**config.mk**
```make
export PLATFORM = sky130hd
export DESIGN_NAME = sipo_frame_ctrl_flat
export DESIGN_NICKNAME = d
export VERILOG_FILES = /design/src/rtl/sipo_frame_ctrl_if.sv /design/src/rtl/sipo_frame_ctrl.sv /design/src/flat_wrapper.sv
export SDC_FILE = /design/constraint.sdc
export NUM_CORES = 1
export LEC_CHECK = 0
export ABC_CLOCK_PERIOD_IN_PS = 3100
export BUFFER_PORTS_ARGS = -buffer_cell sky130_fd_sc_hd__buf_2
export CAP_MARGIN = 30
export CORE_ASPECT_RATIO = 1.2
export CORE_UTILIZATION = 39
export DETAILED_ROUTE_END_ITERATION = 10
export REMOVE_ABC_BUFFERS = 1
export SYNTH_ARGS = -nofsm -noshare
export SYNTH_HDL_FRONTEND = slang
export SYNTH_SLANG_ARGS = --single-unit
```
**constraint.sdc**
```tcl
create_clock -name clk -period 3.1 [get_ports clk]
set_clock_uncertainty 0.1 [all_clocks]
set_input_delay 0.31 -clock clk [delete_from_list [all_inputs] [get_ports clk]]
set_output_delay 0.31 -clock clk [all_outputs]
set_load 0.1 [all_outputs]
```
**src/rtl/sipo_frame_ctrl_if.sv**
```systemverilog
// Handshake/bus bundle for sipo_frame_ctrl: serial input side plus
// the valid/ready parallel output side.
interface sipo_frame_ctrl_if #(
  parameter int unsigned WIDTH = 4
) ();
  logic             start;
  logic             dir;
  logic             si;
  logic             out_ready;
  logic [WIDTH-1:0] po;
  logic             out_valid;
  logic             busy;
  logic             overrun;

  // master = serial source / parallel consumer, slave = the capture controller
  modport master (
    output start, dir, si, out_ready,
    input  po, out_valid, busy, overrun
  );

  modport slave (
    input  start, dir, si, out_ready,
    output po, out_valid, busy, overrun
  );
endinterface

```
**src/rtl/sipo_frame_ctrl.sv**
```systemverilog
// Serial-in/parallel-out frame capture: shift SHIFT_BITS bits, freeze for
// HOLD_CYC cycles, then present the word under a valid/ready handshake.
module sipo_frame_ctrl #(
  parameter int unsigned WIDTH      = 4,
  parameter int unsigned SHIFT_BITS = 2,
  parameter int unsigned HOLD_CYC   = 2
) (
  input  logic              clk,
  input  logic              rst,
  sipo_frame_ctrl_if.slave  bus_io
);

  localparam int unsigned BcW = $clog2(SHIFT_BITS + 1);
  // Keep the hold counter at least one bit wide even when HOLD is skipped.
  localparam int unsigned HcW = (HOLD_CYC > 0) ? $clog2(HOLD_CYC + 1) : 1;
  localparam logic [BcW-1:0] BitLast  = BcW'(SHIFT_BITS - 1);
  localparam logic [HcW-1:0] HoldLast = HcW'((HOLD_CYC > 0) ? HOLD_CYC - 1 : 0);

  typedef enum logic [1:0] {
    StIdle,
    StShift,
    StHold,
    StOut
  } state_e;

  state_e           state_q, state_d;
  logic             dir_q, dir_d;
  logic [WIDTH-1:0] shreg_q, shreg_d;
  logic [BcW-1:0]   bit_cnt_q, bit_cnt_d;
  logic [HcW-1:0]   hold_cnt_q, hold_cnt_d;
  logic [WIDTH-1:0] po_q, po_d;
  logic             valid_q, valid_d;
  logic             busy_q, busy_d;
  logic             overrun_q, overrun_d;

  always_comb begin
    state_d    = state_q;
    dir_d      = dir_q;
    shreg_d    = shreg_q;
    bit_cnt_d  = bit_cnt_q;
    hold_cnt_d = hold_cnt_q;
    po_d       = po_q;
    valid_d    = valid_q;
    // A start anywhere but IDLE is dropped and flagged, including in the
    // handshake cycle of OUT.
    overrun_d  = bus_io.start && (state_q != StIdle);

    unique case (state_q)
      StIdle: begin
        if (bus_io.start) begin
          dir_d     = bus_io.dir;
          shreg_d   = '0;
          bit_cnt_d = '0;
          state_d   = StShift;
        end
      end

      StShift: begin
        if (dir_q) begin
          shreg_d = {shreg_q[WIDTH-2:0], bus_io.si};
        end else begin
          shreg_d = {bus_io.si, shreg_q[WIDTH-1:1]};
        end
        bit_cnt_d = bit_cnt_q + 1'b1;
        if (bit_cnt_q == BitLast) begin
          if (HOLD_CYC > 0) begin
            hold_cnt_d = '0;
            state_d    = StHold;
          end else begin
            // No hold phase: the bit sampled this cycle must land in po.
            po_d    = shreg_d;
            valid_d = 1'b1;
            state_d = StOut;
          end
        end
      end

      StHold: begin
        hold_cnt_d = hold_cnt_q + 1'b1;
        if (hold_cnt_q == HoldLast) begin
          po_d    = shreg_q;
          valid_d = 1'b1;
          state_d = StOut;
        end
      end

      StOut: begin
        if (valid_q && bus_io.out_ready) begin
          valid_d = 1'b0;
          state_d = StIdle;
        end
      end

      default: state_d = StIdle;
    endcase

    busy_d = (state_d != StIdle);
  end

  always_ff @(posedge clk) begin
    if (rst) begin
      state_q    <= StIdle;
      dir_q      <= 1'b0;
      shreg_q    <= '0;
      bit_cnt_q  <= '0;
      hold_cnt_q <= '0;
      po_q       <= '0;
      valid_q    <= 1'b0;
      busy_q     <= 1'b0;
      overrun_q  <= 1'b0;
    end else begin
      state_q    <= state_d;
      dir_q      <= dir_d;
      shreg_q    <= shreg_d;
      bit_cnt_q  <= bit_cnt_d;
      hold_cnt_q <= hold_cnt_d;
      po_q       <= po_d;
      valid_q    <= valid_d;
      busy_q     <= busy_d;
      overrun_q  <= overrun_d;
    end
  end

  assign bus_io.po        = po_q;
  assign bus_io.out_valid = valid_q;
  assign bus_io.busy      = busy_q;
  assign bus_io.overrun   = overrun_q;

endmodule

```
**src/flat_wrapper.sv**
```systemverilog
// flat-port wrapper written by rule: the top's interface ports become plain ports
module sipo_frame_ctrl_flat 
#(
  parameter int unsigned WIDTH      = 4,
  parameter int unsigned SHIFT_BITS = 2,
  parameter int unsigned HOLD_CYC   = 2
)
  (clk, rst, bus_io_start, bus_io_dir, bus_io_si, bus_io_out_ready, bus_io_po, bus_io_out_valid, bus_io_busy, bus_io_overrun);
  sipo_frame_ctrl_if #(.WIDTH(WIDTH)) bus_io_i ();
  input  logic clk;
  input  logic rst;
  input wire logic [$bits(bus_io_i.start)-1:0] bus_io_start;
  input wire logic [$bits(bus_io_i.dir)-1:0] bus_io_dir;
  input wire logic [$bits(bus_io_i.si)-1:0] bus_io_si;
  input wire logic [$bits(bus_io_i.out_ready)-1:0] bus_io_out_ready;
  output wire logic [$bits(bus_io_i.po)-1:0] bus_io_po;
  output wire logic [$bits(bus_io_i.out_valid)-1:0] bus_io_out_valid;
  output wire logic [$bits(bus_io_i.busy)-1:0] bus_io_busy;
  output wire logic [$bits(bus_io_i.overrun)-1:0] bus_io_overrun;
  assign bus_io_i.start = bus_io_start;
  assign bus_io_i.dir = bus_io_dir;
  assign bus_io_i.si = bus_io_si;
  assign bus_io_i.out_ready = bus_io_out_ready;
  assign bus_io_po = bus_io_i.po;
  assign bus_io_out_valid = bus_io_i.out_valid;
  assign bus_io_busy = bus_io_i.busy;
  assign bus_io_overrun = bus_io_i.overrun;
  sipo_frame_ctrl #(.WIDTH(WIDTH), .SHIFT_BITS(SHIFT_BITS), .HOLD_CYC(HOLD_CYC)) u_core (.clk(clk), .rst(rst), .bus_io(bus_io_i));
endmodule
```
---- Yosys cells after proc, flatten, opt, wreduce, memory -nomap -nowiden ----
Cells that the tools add are included.
cells by class
  $add $sub $neg .......................... 2
  equal/unequal tests ..................... 9
  muxes and demuxes ....................... 15
  reductions and logical operators ........ 13
operators by type and width
  operator               count
  $mux W2                6
  $reduce_bool A2 Y1     5
  $mux W4                2
  $pmux W2 S2            2
  $pmux W2 S4            1
  $pmux W4 S2            1
  $reduce_and A2 Y1      4
  $eq A2 B1 Y1 const B   3
  $ne A2 B1 Y1 const B   3
  $add A2 B1 Y2 const B  2
  $eq A2 B2 Y1 const B   2
  $reduce_and A3 Y1      1
  $logic_and A1 B1 Y1    2
  $logic_not A2 Y1       1
  $mux W1                2
  $ne A2 B2 Y1 const B   1
  $pmux W1 S2            1
storage, ports and cells
  register bits ........................... 18
  output and inout port bits .............. 7
  logic and storage cells ................. 48

---- Logic depth before layout (Yosys ltp) ----
Gate-level depths: netlist (run 1).
  word-level depth ........................ 4
  mapped depth ............................ 5
  depth with buffers taken out ............ 5

---- Least setup slack after synthesis (run 1) ----
No wires, ideal clock.
  kind .................................... register -> register
  from .................................... register u_core.valid_q, in the netlist u_core.bus_io.out_valid
  to ...................................... register u_core.state_q[0]
  data arrival time ....................... 1402 ps
  data required time ...................... 2886 ps
  setup slack ............................. 1484 ps
  cell stages (with the launch flop) ...... 4
  path buffers ............................ 0
  cell sequence ........................... dfxtp_1 -> a41oi_1 -> o21ai_1 -> nor2_1
on the way
  longest elaborated chain between the ends .. 3
RTL lines
  what                    line                    RTL
  start, declared         sipo_frame_ctrl.sv:32   logic valid_q, valid_d;
  start signal, assigned  sipo_frame_ctrl.sv:118  valid_q <= valid_d;
  $logic_and A1 B1 Y1     sipo_frame_ctrl.sv:88   if (valid_q && bus_io.out_ready) begin
  $mux W2                 sipo_frame_ctrl.sv:88
  $pmux W2 S4             sipo_frame_ctrl.sv:48   unique case (state_q)
  end signal, assigned    sipo_frame_ctrl.sv:102  state_q <= StIdle;
  end signal, assigned    sipo_frame_ctrl.sv:112  state_q <= state_d;
  end, declared           sipo_frame_ctrl.sv:26   state_e state_q, state_d;
Every way passes these cells.
A chain may end at the register's enable or synchronous reset.

---- Worst setup path after layout (run 1) ----
  from .................................... register u_core.valid_q, in the netlist u_core.bus_io.out_valid
  to ...................................... output bus_io_out_valid
RTL lines
  what           line                RTL
  end, declared  flat_wrapper.sv:17  output wire logic [$bits(bus_io_i.out_valid)-1:0] bus_io_out_valid;
No word-level cell between the ends.

==> results of run 1 <==
## cell type report
| class | count | area [sq um] | share of cell area (%) |
|---|---|---|---|
| Clock buffer | 4 | 36.3 | 3.99 |
| Inverter | 3 | 11.3 | 1.24 |
| Multi-Input combinational cell | 52 | 417 | 45.9 |
| Sequential cell | 18 | 360 | 39.7 |
| Tap cell | 19 | 23.8 | 2.62 |
| Timing Repair Buffer | 12 | 60.1 | 6.61 |
## layer usage
layer  up-vias  share of wire [%]  global-route usage, %
met5         -                  0                      0
met4         0                1.2                   9.38
met3         2                4.7                   4.14
met2        14                 45                   20.1
met1       269                 49                   18.2
li1        297                  -                      -
## through the flow
stage / cell area [sq um] / instances / hold slack (ns) / setup WS [ns] / util, %
after floorplan: 788 / 73 / 0.274 / 1.48 / -
after global placement: 872 / 104 / 0.372 / 1.70 / 45.6
after detailed placement: 872 / 104 / 0.382 / 1.64 / 45.6
after CTS: 908 / 108 / 0.156 / 1.52 / 47.5
after global routing: 908 / 108 / 0.173 / 1.48 / 47.5
final: 908 / 108 / 0.169 / 1.55 / 47.5
## sequential cells by signal, indices dropped and copies added, names as in the netlist
| name | count |
|---|---|
| u_core.bus_io.busy | 1 |
| u_core.hold_cnt_q | 2 |
| u_core.dir_q | 1 |
| u_core.bus_io.po | 4 |
| u_core.bus_io.out_valid | 1 |
| u_core.state_q | 2 |
| u_core.bus_io.overrun | 1 |
| u_core.shreg_q | 4 |
| u_core.bit_cnt_q | 2 |
## cells by family (layout without fill, tap and decap cells)
logic type	count (synthesis)	in the layout	share of synthesized area (%)
and+or+nand+nor	24	24	16.6
DFF	18	18	44.0
AOI/OAI and AO/OA	15	15	17.1
muxes	10	10	13.0
buffers and inverters	7	19	5.19
adders and majority gates	2	2	3.05
xor gates and xnor gates	1	1	1.07
## worst paths after layout
check / start / endpoint / slack, ns / depth (start not counted)
setup / recovery: u_core.bus_io.out_valid / bus_io_out_valid / 1.55 / 1
hold / removal: bus_io_dir / u_core.dir_q / 0.17 / 3
setup reg to reg: u_core.state_q[1] / u_core.hold_cnt_q[1] / 1.64 / 3
hold reg to reg: u_core.bus_io.po[3] / u_core.bus_io.po[3] / 0.40 / 2
## where the power goes
part | switching, W | total, W | internal (W)
Sequential | 0.0000106 | 0.000250 | 0.000239
Combinational | 0.0000351 | 0.0000591 | 0.0000241
Clock | 0.0000699 | 0.000141 | 0.0000715
## layout by cell type, fill, tap and decap left out
cell type                   count
sky130_fd_sc_hd__a2111oi_4      1
sky130_fd_sc_hd__a21bo_1        1
sky130_fd_sc_hd__a21oi_1        3
sky130_fd_sc_hd__a22oi_1        5
sky130_fd_sc_hd__a2bb2oi_1      1
sky130_fd_sc_hd__a41oi_1        1
sky130_fd_sc_hd__and2b_1        1
sky130_fd_sc_hd__and3b_4        1
sky130_fd_sc_hd__buf_2         12
sky130_fd_sc_hd__clkbuf_4       3
sky130_fd_sc_hd__clkbuf_8       1
sky130_fd_sc_hd__dfxtp_1       18
sky130_fd_sc_hd__ha_1           2
sky130_fd_sc_hd__inv_1          3
sky130_fd_sc_hd__mux2_1         1
sky130_fd_sc_hd__mux2_2         4
sky130_fd_sc_hd__mux2i_1        5
sky130_fd_sc_hd__nand2_1        1
sky130_fd_sc_hd__nand3_1        2
sky130_fd_sc_hd__nand3b_4       1
sky130_fd_sc_hd__nor2_1        15
sky130_fd_sc_hd__nor2b_4        1
sky130_fd_sc_hd__nor3_1         1
sky130_fd_sc_hd__nor3b_1        1
sky130_fd_sc_hd__o21ai_1        1
sky130_fd_sc_hd__o21bai_4       1
sky130_fd_sc_hd__o31a_1         1
sky130_fd_sc_hd__xnor2_1        1
==> results by group, run 1 <==
Status
  – Run status: complete, but fails checks
  – Violated checks: DRC

Global route
  – Tot GR Track Use: ~14%
  – Global-route congestion overflow total: 0
  – Vias in the first global route: 507
  – Maximum number of pins on one net before global-route repair: 18
  – First-pass GRT wire length: roughly 2300 um
  – Antenna violations before repair: 0

Worst setup path
  – Crit-path slowest cell: sky130_fd_sc_hd__buf_2
  – Largest delay share family, worst path: buffers and inverters
  – WP data arrival: 1.14 ns
  – Setup crit end kind: primary output
  – Nature of the critical path startpoint: flip-flop
  – Count of buffer and inverter cells on the critical path: 1
  – CP cell instances: buf_2
  – Setup CP Type: flip-flop to primary output
  – Max Fanout on Critical Path: 5
  – Critical path required time: between 2 and 3 ns
  – Largest stage delay on the critical path: 0.45 ns

Clocking
  – Clock root cell: sky130_fd_sc_hd__clkbuf_4
  – Sink count of the clock tree: 18
  – Number of buffers inserted to repair setup after CTS: 0
  – Latest clock arrival within the worst-skew pair: 0.29 ns
  – Clock Pin Slew Worst Setup and Hold Paths: ~0.10 ns
  – Number of buffers inserted during clock tree synthesis: 3
  – Maximum number of buffers from clock root to sink: 2
  – Clock tree from TritonCTS: done
  – Count of H-tree levels built during CTS: 1
  – CTS Hold Buffers Added: 0
  – Post-cts repair resize count: 0

Detailed routing
  – Routed length per instance: ~12 um
  – Via count: 582
  – Drc violations: 2
  – Vias per cell: 5.39
  – Remaining antenna violation count after routing: 0
  – Number of design-rule violations left by the first detailed-router iteration: 12
  – 1st-pass router iterations: 7
  – Total Wirelength: approximately 1300 um

STA
  – Max Transition Viols Final: 0
  – Slew at the pin with the worst max-slew slack: 0.483 ns
  – Final setup vio count: 0
  – Period utilisation layout: approximately 50%
  – Sum Neg Setup Slack: 0 ns
  – RSZ-0062 raised after global routing: false
  – Maximum achievable frequency: ~650 MHz
  – Remaining max-slew budget at the tightest pin: approximately two thirds
  – Shortest period the worst path allows: approximately 1.5 ns
  – Endpoints failing hold: 0

Synth
  – Synth Cell Area: 820 sq um
  – Number of warning messages in the yosys log: 0
  – Most instantiated cells after synthesis: sky130_fd_sc_hd__dfxtp_1, sky130_fd_sc_hd__nor2_1, sky130_fd_sc_hd__a22oi_1, sky130_fd_sc_hd__mux2i_1, sky130_fd_sc_hd__mux2_2
  – Library cells used by synthesis: 28
  – Number of enable-type register cells in the synthesized netlist: 0
  – Count leader, synth: sky130_fd_sc_hd__dfxtp_1
  – Synth Register Bits: 18
  – Post-synthesis sequential area ratio: 44.0%
  – Leading post-synthesis cells by cell area: sky130_fd_sc_hd__dfxtp_1, sky130_fd_sc_hd__nor2_1, sky130_fd_sc_hd__mux2i_1
  – Share of async-settable or async-resettable flops after synthesis: 0%
  – Share of Yosys cell area claimed by the top area cell type: 44.0%
  – Avg Cell Area, Syn: roughly 11 sq um
  – Top FF cell, synth: sky130_fd_sc_hd__dfxtp_1
  – Largest area contributor in the synthesized netlist: sky130_fd_sc_hd__dfxtp_1
  – Cells after synthesis: 77

Job
  – Max-cap violations: 0

Die
  – Core region area: ~1900 sq um
  – Starting density of the core: 42.8%
  – Die Y-Extent: 52.2 um
  – Area of the die: around 2300 sq um
  – Cell Rows: 17
  – Floorplan die width: ~44 um
  – Top-level port count: 13

Min path
  – Classification of the worst-slack hold path: primary input to flip-flop

Placed design
  – Number of I/O port buffers: 12
  – Half-perimeter wire length of the detailed placement result: just over 900 um
  – Last weighted congestion value of the routability-driven placer: 0.723

Final layout
  – Share of cells above drive strength 1: roughly 28%
  – Final-stage net count: 98
  – Filler Cells Inserted: approximately 190
  – Area grow syn2layout: 10.8%
  – Diodes inserted: 0

Power and ir drop
  – Max rail drop VDD: about 0.00025 V
  – Final Total Pwr: approximately 0.00045 W
  – Power Density: approximately 500 nW/um^2
  – Static power due to leakage: between 0.4 and 0.5 nW
(Power assumes the default switching activity.)
==> inputs of run 2 (changes only) <==
--- a/config.mk
+++ b/config.mk
@@ -5,7 +5,7 @@
 export SDC_FILE = /design/constraint.sdc
 export NUM_CORES = 1
 export LEC_CHECK = 0
-export ABC_CLOCK_PERIOD_IN_PS = 3100
+export ABC_CLOCK_PERIOD_IN_PS = 1600
 export BUFFER_PORTS_ARGS = -buffer_cell sky130_fd_sc_hd__buf_2
 export CAP_MARGIN = 30
 export CORE_ASPECT_RATIO = 1.2
==> constraint.sdc (replaced) <==
create_clock -name clk -period 1.6 [get_ports clk]
set_clock_uncertainty 0.1 [all_clocks]
set_input_delay 0.16 -clock clk [delete_from_list [all_inputs] [get_ports clk]]
set_output_delay 0.16 -clock clk [all_outputs]
set_load 0.1 [all_outputs]
==> results by group, run 2 (synthesis gave the netlist of run 1 again) <==
Status
  – Run status: complete, but fails checks
  – Violated checks: DRC

Worst setup path
  – End of the worst register-to-register path: u_core.hold_cnt_q[1]
  – Crit-path slowest cell: sky130_fd_sc_hd__buf_2
  – Worst reg-to-reg setup slack: ~0.21 ns
  – Count of buffer and inverter cells on the critical path: 1
  – Nature of the critical path startpoint: flip-flop
  – Setup crit end kind: primary output
  – WP data arrival: about 1.1 ns
  – Max Fanout on Critical Path: 5
  – Worst r2r src: u_core.state_q[0]
  – Largest delay share family, worst path: buffers and inverters
  – Count of cells along the worst register-to-register path: 2
  – CP cell instances: buf_2
  – Largest stage delay on the critical path: between 0.4 and 0.5 ns
  – Critical path required time: about 1.3 ns
  – Setup CP Type: flip-flop to primary output

Placed design
  – Area after detailed placement: roughly 900 sq um
  – Last weighted congestion value of the routability-driven placer: about 0.74
  – Number of I/O port buffers: 12
  – Half-perimeter wire length of the detailed placement result: slightly below 1000 um
  – Post-placement cell count: between 100 and 150

Final layout
  – Filler Cells Inserted: approximately 200
  – Area grow syn2layout: 11.8%
  – Final std cells w/o fill: between 100 and 150
  – Diodes inserted: 0
  – Area of all placed cells without fillers: 916 sq um
  – Commonest non-fill, non-tap cells in the layout: sky130_fd_sc_hd__dfxtp_1, sky130_fd_sc_hd__nor2_1, sky130_fd_sc_hd__buf_2, sky130_fd_sc_hd__mux2i_1, sky130_fd_sc_hd__a22oi_1
  – Final-stage net count: between 90 and 100
  – Share of the core filled with cells in the final layout: 47.8%
  – Share of cells above drive strength 1: 28.9%
  – Most common library cell in the layout ignoring fill and taps: sky130_fd_sc_hd__dfxtp_1

Detailed routing
  – Routed length per instance: about 13 um
  – Vias per cell: around 5.4
  – Drc violations: 2
  – Number of design-rule violations left by the first detailed-router iteration: 11
  – 1st-pass router iterations: 7
  – Via count: 584
  – Total Wirelength: roughly 1400 um
  – Remaining antenna violation count after routing: 0

STA
  – Slew at the pin with the worst max-slew slack: 0.485 ns
  – Worst slack on hold paths: about 0.011 ns
  – Max Transition Viols Final: 0
  – Sum Neg Setup Slack: 0 ns
  – Period utilisation layout: 87.4%
  – Maximum achievable frequency: approximately 700 MHz
  – Final setup vio count: 0
  – Shortest period the worst path allows: 1.40 ns
  – RSZ-0062 raised after global routing: false
  – Remaining max-slew budget at the tightest pin: about two thirds
  – Endpoints failing hold: 0

Power and ir drop
  – Static power due to leakage: 0.432 nW
  – Max rail drop VDD: ~0.00043 V
  – Power Density: 964 nW/um^2

Global route
  – Vias in the first global route: approximately 540
  – First-pass GRT wire length: 2410 um
  – Global-route congestion overflow total: 0
  – Tot GR Track Use: between 10% and 20%
  – Antenna violations before repair: 0
  – Maximum number of pins on one net before global-route repair: 18

Die
  – Top-level port count: 13
  – Die Y-Extent: 52.2 um
  – Core region area: roughly 1900 sq um
  – Starting density of the core: about 43%
  – Floorplan die width: 43.8 um
  – Cell Rows: 17
  – Area of the die: between 2000 and 2500 sq um

Clocking
  – Clock Pin Slew Worst Setup and Hold Paths: 0.10 ns
  – Number of buffers inserted to repair setup after CTS: 0
  – Post-cts repair resize count: 0
  – Clock tree from TritonCTS: done
  – Sink count of the clock tree: 18
  – Number of buffers inserted during clock tree synthesis: 3
  – Maximum number of buffers from clock root to sink: 2
  – Clock root cell: sky130_fd_sc_hd__clkbuf_4
  – Count of H-tree levels built during CTS: 1
  – CTS Hold Buffers Added: 0
  – Latest clock arrival within the worst-skew pair: 0.29 ns

Min path
  – Hold-critical path endpoint: u_core.dir_q
  – Classification of the worst-slack hold path: primary input to flip-flop
  – HP Start: bus_io_dir
  – Hold Path Stages: 3

Job
  – Max-cap violations: 0
run 2: cell types whose count changed in the layout (fill, tap and decap cells not counted):
cell	change
sky130_fd_sc_hd__buf_4	+1
run 2: final cells by class:
type | count | area [sq um] | share of cell area [%]
multi-input combinational | 52 | 417 | 45.5
sequential | 18 | 360 | 39.3
timing repair buffer | 13 | 67.6 | 7.38
clock buffer | 4 | 36.3 | 3.96
tap | 19 | 23.8 | 2.60
inverter | 3 | 11.3 | 1.23
run 2: metrics by stage:
stage / power, W / setup WS (ns)
final: 0.000883 / 0.202
after global routing: 0.000929 / 0.125
after CTS: 0.000894 / 0.183
after detailed placement: 0.000613 / 0.240
after global placement: 0.000610 / 0.273
after floorplan: 0.000579 / -0.0159
run 2: how the worst max path moves through the flow:
stage / startpoint / endpoint / cells past startpoint
6_report: u_core.bus_io.out_valid / bus_io_out_valid / 1
3_5_place_dp: u_core.state_q[0] / u_core.hold_cnt_q[1] / 2
3_3_place_gp: u_core.state_q[0] / u_core.hold_cnt_q[1] / 2
5_1_grt: u_core.bus_io.out_valid / bus_io_out_valid / 1
4_1_cts: u_core.bus_io.out_valid / bus_io_out_valid / 1
2_1_floorplan: u_core.bus_io.out_valid / u_core.state_q[0] / 3
run 2: where the power goes:
part           switching [W]  internal (W)
clock               0.000142      0.000139
combinational      0.0000716     0.0000480
sequential         0.0000187      0.000464
run 2: routing by layer:
metal	vias to the layer above	wire (um)	global-route usage (%)
met5	-	0	0
met4	0	29	9.38
met3	4	50	3.10
met2	12	615	22.9
met1	268	685	18.2
li1	300	-	-
